### src/rtl/pipelined_addsub.sv
// pipelined_addsub: two's-complement adder/subtractor split into STAGES
// carry-chained slices, one slice per clock, under a stall-all valid/ready
// handshake. Each stage register carries the partial result, the carry out
// of its slice and only the operand slices that are still to be added, so
// the operand storage shrinks stage by stage.
module pipelined_addsub #(
  parameter int WIDTH  = 32,
  parameter int STAGES = 4
) (
  input  logic             clk,
  input  logic             rst,
  input  logic             in_valid,
  output logic             in_ready,
  input  logic             sel,
  input  logic [WIDTH-1:0] a,
  input  logic [WIDTH-1:0] b,
  output logic             out_valid,
  input  logic             out_ready,
  output logic [WIDTH-1:0] dout,
  output logic             cout,
  output logic             ovf,
  output logic             neg,
  output logic             zero
);

  localparam int C    = WIDTH / STAGES;
  localparam int LAST = STAGES - 1;

  logic advance;
  logic msbCarryIn_q;
  logic msbCarryIn_d;

  // The whole pipeline moves together: it may shift whenever the output
  // register is empty or is being drained this cycle.
  assign advance  = !out_valid || out_ready;
  assign in_ready = advance;

  for (genvar k = 0; k < STAGES; k++) begin : gStage
    // Bits of a and b' that have not yet been added when entering stage k.
    localparam int IN_W = WIDTH - k * C;

    logic             vIn;
    logic             cIn;
    logic [IN_W-1:0]  remA;
    logic [IN_W-1:0]  remB;
    logic [WIDTH-1:0] resIn;
    logic [C:0]       sliceSum;
    logic             valid_q;
    logic             valid_d;
    logic             carry_q;
    logic             carry_d;
    logic [WIDTH-1:0] result_q;
    logic [WIDTH-1:0] result_d;

    if (k == 0) begin : gHead
      // Subtraction is a + ~b + 1: invert b here and inject the +1 as the
      // first carry-in.
      assign vIn   = in_valid;
      assign cIn   = sel;
      assign remA  = a;
      assign remB  = b ^ {WIDTH{sel}};
      assign resIn = '0;
    end else begin : gBody
      assign vIn   = gStage[k-1].valid_q;
      assign cIn   = gStage[k-1].carry_q;
      assign remA  = gStage[k-1].gOps.opA_q;
      assign remB  = gStage[k-1].gOps.opB_q;
      assign resIn = gStage[k-1].result_q;
    end

    // Add this stage's slice with the incoming carry and splice it into
    // the partial result handed over by the previous stage.
    always_comb begin
      sliceSum             = {1'b0, remA[C-1:0]} + {1'b0, remB[C-1:0]} + {{C{1'b0}}, cIn};
      valid_d              = vIn;
      carry_d              = sliceSum[C];
      result_d             = resIn;
      result_d[k*C +: C]   = sliceSum[C-1:0];
    end

    // Stage register: cleared asynchronously, held while the output stalls.
    always_ff @(posedge clk or posedge rst) begin
      if (rst) begin
        valid_q  <= 1'b0;
        carry_q  <= 1'b0;
        result_q <= '0;
      end else if (advance) begin
        valid_q  <= valid_d;
        carry_q  <= carry_d;
        result_q <= result_d;
      end
    end

    if (k < LAST) begin : gOps
      localparam int REM_W = IN_W - C;

      logic [REM_W-1:0] opA_q;
      logic [REM_W-1:0] opA_d;
      logic [REM_W-1:0] opB_q;
      logic [REM_W-1:0] opB_d;

      // Pass on only the slices the later stages still have to add.
      always_comb begin
        opA_d = remA[IN_W-1:C];
        opB_d = remB[IN_W-1:C];
      end

      // Operand register for the upper, still unprocessed slices.
      always_ff @(posedge clk or posedge rst) begin
        if (rst) begin
          opA_q <= '0;
          opB_q <= '0;
        end else if (advance) begin
          opA_q <= opA_d;
          opB_q <= opB_d;
        end
      end
    end else begin : gTail
      // Recover the carry into the MSB from the MSB sum bit and its operand
      // bits; together with the carry out it yields signed overflow.
      always_comb begin
        msbCarryIn_d = sliceSum[C-1] ^ remA[C-1] ^ remB[C-1];
      end
    end
  end

  // Carry into the MSB, kept alongside the last stage's result.
  always_ff @(posedge clk or posedge rst) begin
    if (rst) begin
      msbCarryIn_q <= 1'b0;
    end else if (advance) begin
      msbCarryIn_q <= msbCarryIn_d;
    end
  end

  assign out_valid = gStage[LAST].valid_q;
  assign dout      = gStage[LAST].result_q;
  assign cout      = gStage[LAST].carry_q;
  assign ovf       = msbCarryIn_q ^ gStage[LAST].carry_q;
  assign neg       = gStage[LAST].result_q[WIDTH-1];
  // Gated by out_valid so that an empty pipeline (and reset) reports zero=0.
  assign zero      = gStage[LAST].valid_q && (gStage[LAST].result_q == '0);

endmodule

### config.mk
export PLATFORM = sky130hd
export DESIGN_NAME = pipelined_addsub
export DESIGN_NICKNAME = d
export VERILOG_FILES = /design/src/rtl/pipelined_addsub.sv
export SDC_FILE = /design/constraint.sdc
export NUM_CORES = 1
export LEC_CHECK = 0
export ABC_CLOCK_PERIOD_IN_PS = 7800
export BUFFER_PORTS_ARGS = -buffer_cell sky130_fd_sc_hd__buf_2
export CAP_MARGIN = 15
export CORE_ASPECT_RATIO = 1.1
export CORE_MARGIN = 2
export CORE_UTILIZATION = 55
export CTS_CLUSTER_DIAMETER = 120
export CTS_CLUSTER_SIZE = 40
export DETAILED_ROUTE_END_ITERATION = 16
export GPL_ROUTABILITY_DRIVEN = 0
export PLACE_DENSITY = 0.78
export SYNTH_ARGS = -nofsm -noshare
export SYNTH_HDL_FRONTEND = slang
export SYNTH_SLANG_ARGS = --single-unit
export TNS_END_PERCENT = 5
### constraint.sdc
create_clock -name clk -period 7.8 [get_ports clk]
set_input_delay 0.78 -clock clk [delete_from_list [all_inputs] [get_ports clk]]
set_output_delay 0.78 -clock clk [all_outputs]
set_load 0.1 [all_outputs]
# --- Word-level counts from Yosys, hierarchy flattened ---
# Cells that the tools add are included.
word_totals:
  regBits: 185
  in_bits: 69
  elab_cells: 35
classes:
  n_addsub: 8
  bitwise_logic: 4
  reduce_logical: 4
ops:
  columns: ["operator", "count"]
  rows:
  - ["adder 8 x 8 -> 9 bit", 4]
  - ["adder 9 x 1 -> 9 bit", 4]
  - ["logical NOT 32 bit", 1]
  - ["bitwise XOR 32 bit", 1]
  - ["bitwise XOR 1 bit", 3]
  - ["logical AND 1 bit", 1]
  - ["logical NOT 1 bit", 1]
  - ["logical OR 1 bit", 1]

# --- Depth between registers and ports, before layout ---
depth:
  depth_word: 4
  mapped_depth: 10

# --- Worst setup path before layout ---
# OpenSTA, ideal clock, no wires.
synth_path:
  path_type: "register to output"
  from: "register gStage[3].valid_q, in the netlist out_valid"
  to: "output zero"
  arrival_time_ns: 3.416
  required_time_ns: 7.020
  slack_ns: 3.604
  path_stages_with_launch: 4
  path_cell_list: "dfrtp_1 -> nor4b_1 -> nand4_1 -> nor3_1"
synth_between:
  elab_chain_cells: 1
synth_rtl:
  columns: ["element", "line", "source"]
  rows:
  - ["start: declaration", "48", "logic valid_q;"]
  - ["start signal: assignment", "88", "valid_q <= valid_d;"]
  - ["logical AND 1 bit", "142", "assign zero = gStage[LAST].valid_q && (gStage[LAST].result_q == '0);"]
  - ["end: declaration", "23", "output logic zero"]
# Every way passes these cells.

# --- Worst setup path after layout ---
layout_path:
  from: "register gStage[3].valid_q, in the netlist out_valid"
  to: "output in_ready"
layout_between:
  elab_chain_cells: 2
layout_rtl:
  columns: ["element", "line", "source"]
  rows:
  - ["logical NOT 1 bit", "35", "assign advance = !out_valid || out_ready;"]
  - ["logical OR 1 bit", "35", null]
  - ["end: declaration", "13", "output logic in_ready,"]
# Every way passes these cells.

==> summary.md <==
| Metric | Value |
|---|---|
| Status | `completed` |
| IO Pins | `107` |
| Endpoints failing setup | `0` |
| Least-Margin Pin Slew | `1.09 ns` |
| Mapped Cells | `918` |
| Non-Filler Instances | `1,212` |
| Worst Hold Class | `input port to asynchronous set/reset pin` |
| Die ar. | `16,300 µm²` |
| 1st-iter DRT viols | `398` |
| Synthesized flop and latch total | `185` |
| Clock Tree Buf Depth | `2` |
| Final worst slack | `4.26 ns` |
| Async S/R FF share, synth | `1.00` |
| Leakage dissipation | `5.00 nW` |
| RSZ-0062 raised after global routing | `false` |
| Final Util | `0.646` |
| Starting Density | `0.561` |
| Hold Slack | `0.413 ns` |
| CP Class | `flop to output pin` |
| Pin count of the biggest net entering global routing | `122` |
| Critical path capture point type | `output pin` |
| Routed wire length per instance | `13.1 µm` |
| Setup TNS | `0 ns` |
| Top post-synthesis cells by count | `nand2_1 (430), dfrtp_1 (185), o21ai_0 (41)` |
| Fin Clk Skew | `0.00481 ns` |
| CTS tree | `yes` |
| ANT cells | `0` |
| Clock-pin slew on the worst setup and hold paths | `0.06 ns` |
| VDD IR-drop max | `246 µV` |
| Total wire length | `15,900 µm` |
| Most common cell in the netlist | `nand2_1` |
| Power per standard cell area | `482 nW/µm²` |
| Grt total ovfl | `0` |
| Num CTS Buffers | `17` |
| Slowest CP cell | `buf_4` |
| Sink Count | `185` |
| Nets | `1,107` |
| Remaining antenna violation count | `0` |
| CTS Root Cell | `clkbuf_16` |
| Die width | `122 µm` |
| Cts hold-fix bufs | `0` |
| Die Ht | `134 µm` |
| Synth cell types | `49` |
| IO Port Bufs | `106` |
| Antenna violations before repair | `0` |
| Dominant cell type by area after synthesis | `dfrtp_1` |
| Sequential share of the synthesized area | `0.550` |
| EDFF count, synth | `0` |
| Yosys warns | `0` |
| Max FO, Critical Path | `100` |
| Most area-consuming cells after synthesis | `dfrtp_1 (55%), nand2_1 (19%), ha_1 (4.2%), xnor2_1 (3.8%), o21ai_0 (2.4%)` |
| Htree depth | `4` |
| Critical path arrival | `2.76 ns` |
| Post-CTS resize count | `0` |
| Core Area | `15,000 µm²` |
| Final Hold Viols | `0` |
| Syn nets | `1,022` |
| CP max stage delay | `0.71 ns` |
| Fmax achieved | `282 MHz` |
| Max Cap Violations | `0` |
| Cell Rows | `47` |
| Slew HR | `0.274` |
| Final Max Tran Viols | `0` |
| Critical Path RT | `7.02 ns` |
| DRT Pass-1 Iters | `5` |
| Area growth syn-to-layout | `15.1%` |
| Min Tclk post-route | `3.54 ns` |
| Place WS | `4.25 ns` |
| Post-synth top flop | `dfrtp_1` |
| Share of the synthesized area in the top cell type | `0.550` |
| Vias in the first global route | `5,782` |
| Crit-path cells | `and2b_4 > buf_4 > inv_4 > buf_2` |
| Clock Latency Late Sink | `0.43 ns` |
| Post-CTS setup buffers | `0` |
| Layout cells sized above 1 | `0.152` |
| Post-Syn Area | `8420 µm²` |
| Vias per cell | `5.00` |
| Residual DRC | `0` |
| DP Cell Count | `1,179` |
| Total vias in the final route | `6,054` |
| Post-detail-place hpwl | `10,600 µm` |
| Total track usage | `0.212` |
| Startpoint class of the critical path | `flop` |
| First-pass GRT wire length | `27,400 µm` |
| Tcrit/Tclk final | `0.454` |
| Syn Area/Cell | `9.17 µm²` |
cells in the final DEF (no fill, tap or decap), types with 4 or more instances in the layout:
cell type	count
inv_1	7
or3_1	5
nand2_1	430
o31ai_1	4
o21bai_1	4
nor3_1	6
xor2_1	17
a211oi_1	5
o21a_1	5
clkbuf_8	5
xnor2_1	37
dfrtp_1	185
nor4_1	6
ha_1	28
o21ai_0	41
buf_4	5
clkbuf_16	17
o21ai_1	4
a21oi_1	16
a21o_1	11
buf_2	106
nor2_1	19
fa_1	7
routing by layer:
layer	global-route usage	vias to the layer above	wire (µm)
li1	-	3116	-
met1	0.313	2786	7950
met2	0.313	126	6920
met3	0.0360	26	634
met4	0.0849	0	350
met5	0	-	0
state kept, by name, indices dropped and copies added, names as in the netlist, 3 cells and up:
register	flops
gStage.gOps.opA_q	48
gStage.gOps.opB_q	48
gStage.result_q	48
dout	32
gStage.carry_q	3
gStage.valid_q	3
worst paths after layout:
check / startpoint / end / slack [ns] / cells after the start
min reg2reg: gStage[2].valid_q$_DFFE_PP0P_ / gStage[2].valid_q$_DFFE_PP0P_ / 0.46 / 2
max in group asynchronous: rst / gStage[2].gOps.opA_q[5]$_DFFE_PP0P_ / 6.19 / 3
min: rst / gStage[2].gOps.opA_q[4]$_DFFE_PP0P_ / 0.41 / 2
min in group clk: gStage[2].valid_q$_DFFE_PP0P_ / gStage[2].valid_q$_DFFE_PP0P_ / 0.46 / 2
max reg2reg: out_valid$_DFFE_PP0P_ / gStage[1].carry_q$_DFFE_PP0P_ / 4.64 / 7
max: out_valid$_DFFE_PP0P_ / in_ready / 4.26 / 4
cell families after synthesis:
logic type                 synth area share
AOI/OAI and AO/OA                    0.0828
and+or+nand+nor                       0.222
muxes                               0.00119
xor gates and xnor gates             0.0562
DFF                                   0.550
adders and majority gates            0.0583
buffers and inverters                0.0294
per-stage QoR:
step                      instance area, µm²  total power, mW
final                                   9690             4.67
after global routing                    9690             5.01
after CTS                               9660             4.70
after detailed placement                9030             3.78
after global placement                  9030             3.72
after floorplan                         8420             3.38
worst max-delay path, delay by kind of cell (launching register included):
family	cells	cell delay (ns)
buffers and inverters	3	1.63
AND/OR/NAND/NOR	1	0.19
flip-flops	1	0.49
report_power, final:
| group | internal (mW) | total, mW | switching, mW |
|---|---|---|---|
| clock network | 0.549 | 0.899 | 0.351 |
| logic | 0.614 | 2.10 | 1.48 |
| registers | 1.39 | 1.67 | 0.283 |
cell type report:
class | instances | area [µm²]
clock buffers | 23 | 498
fillers | 1228 | 5310
inverters | 9 | 41.3
clock inverters | 9 | 135
well taps | 196 | 245
multi-input cells | 678 | 3540
repair buffers | 112 | 596
flip-flops and latches | 185 | 4630
No activity file was read; power rests on OpenSTA's default activity.
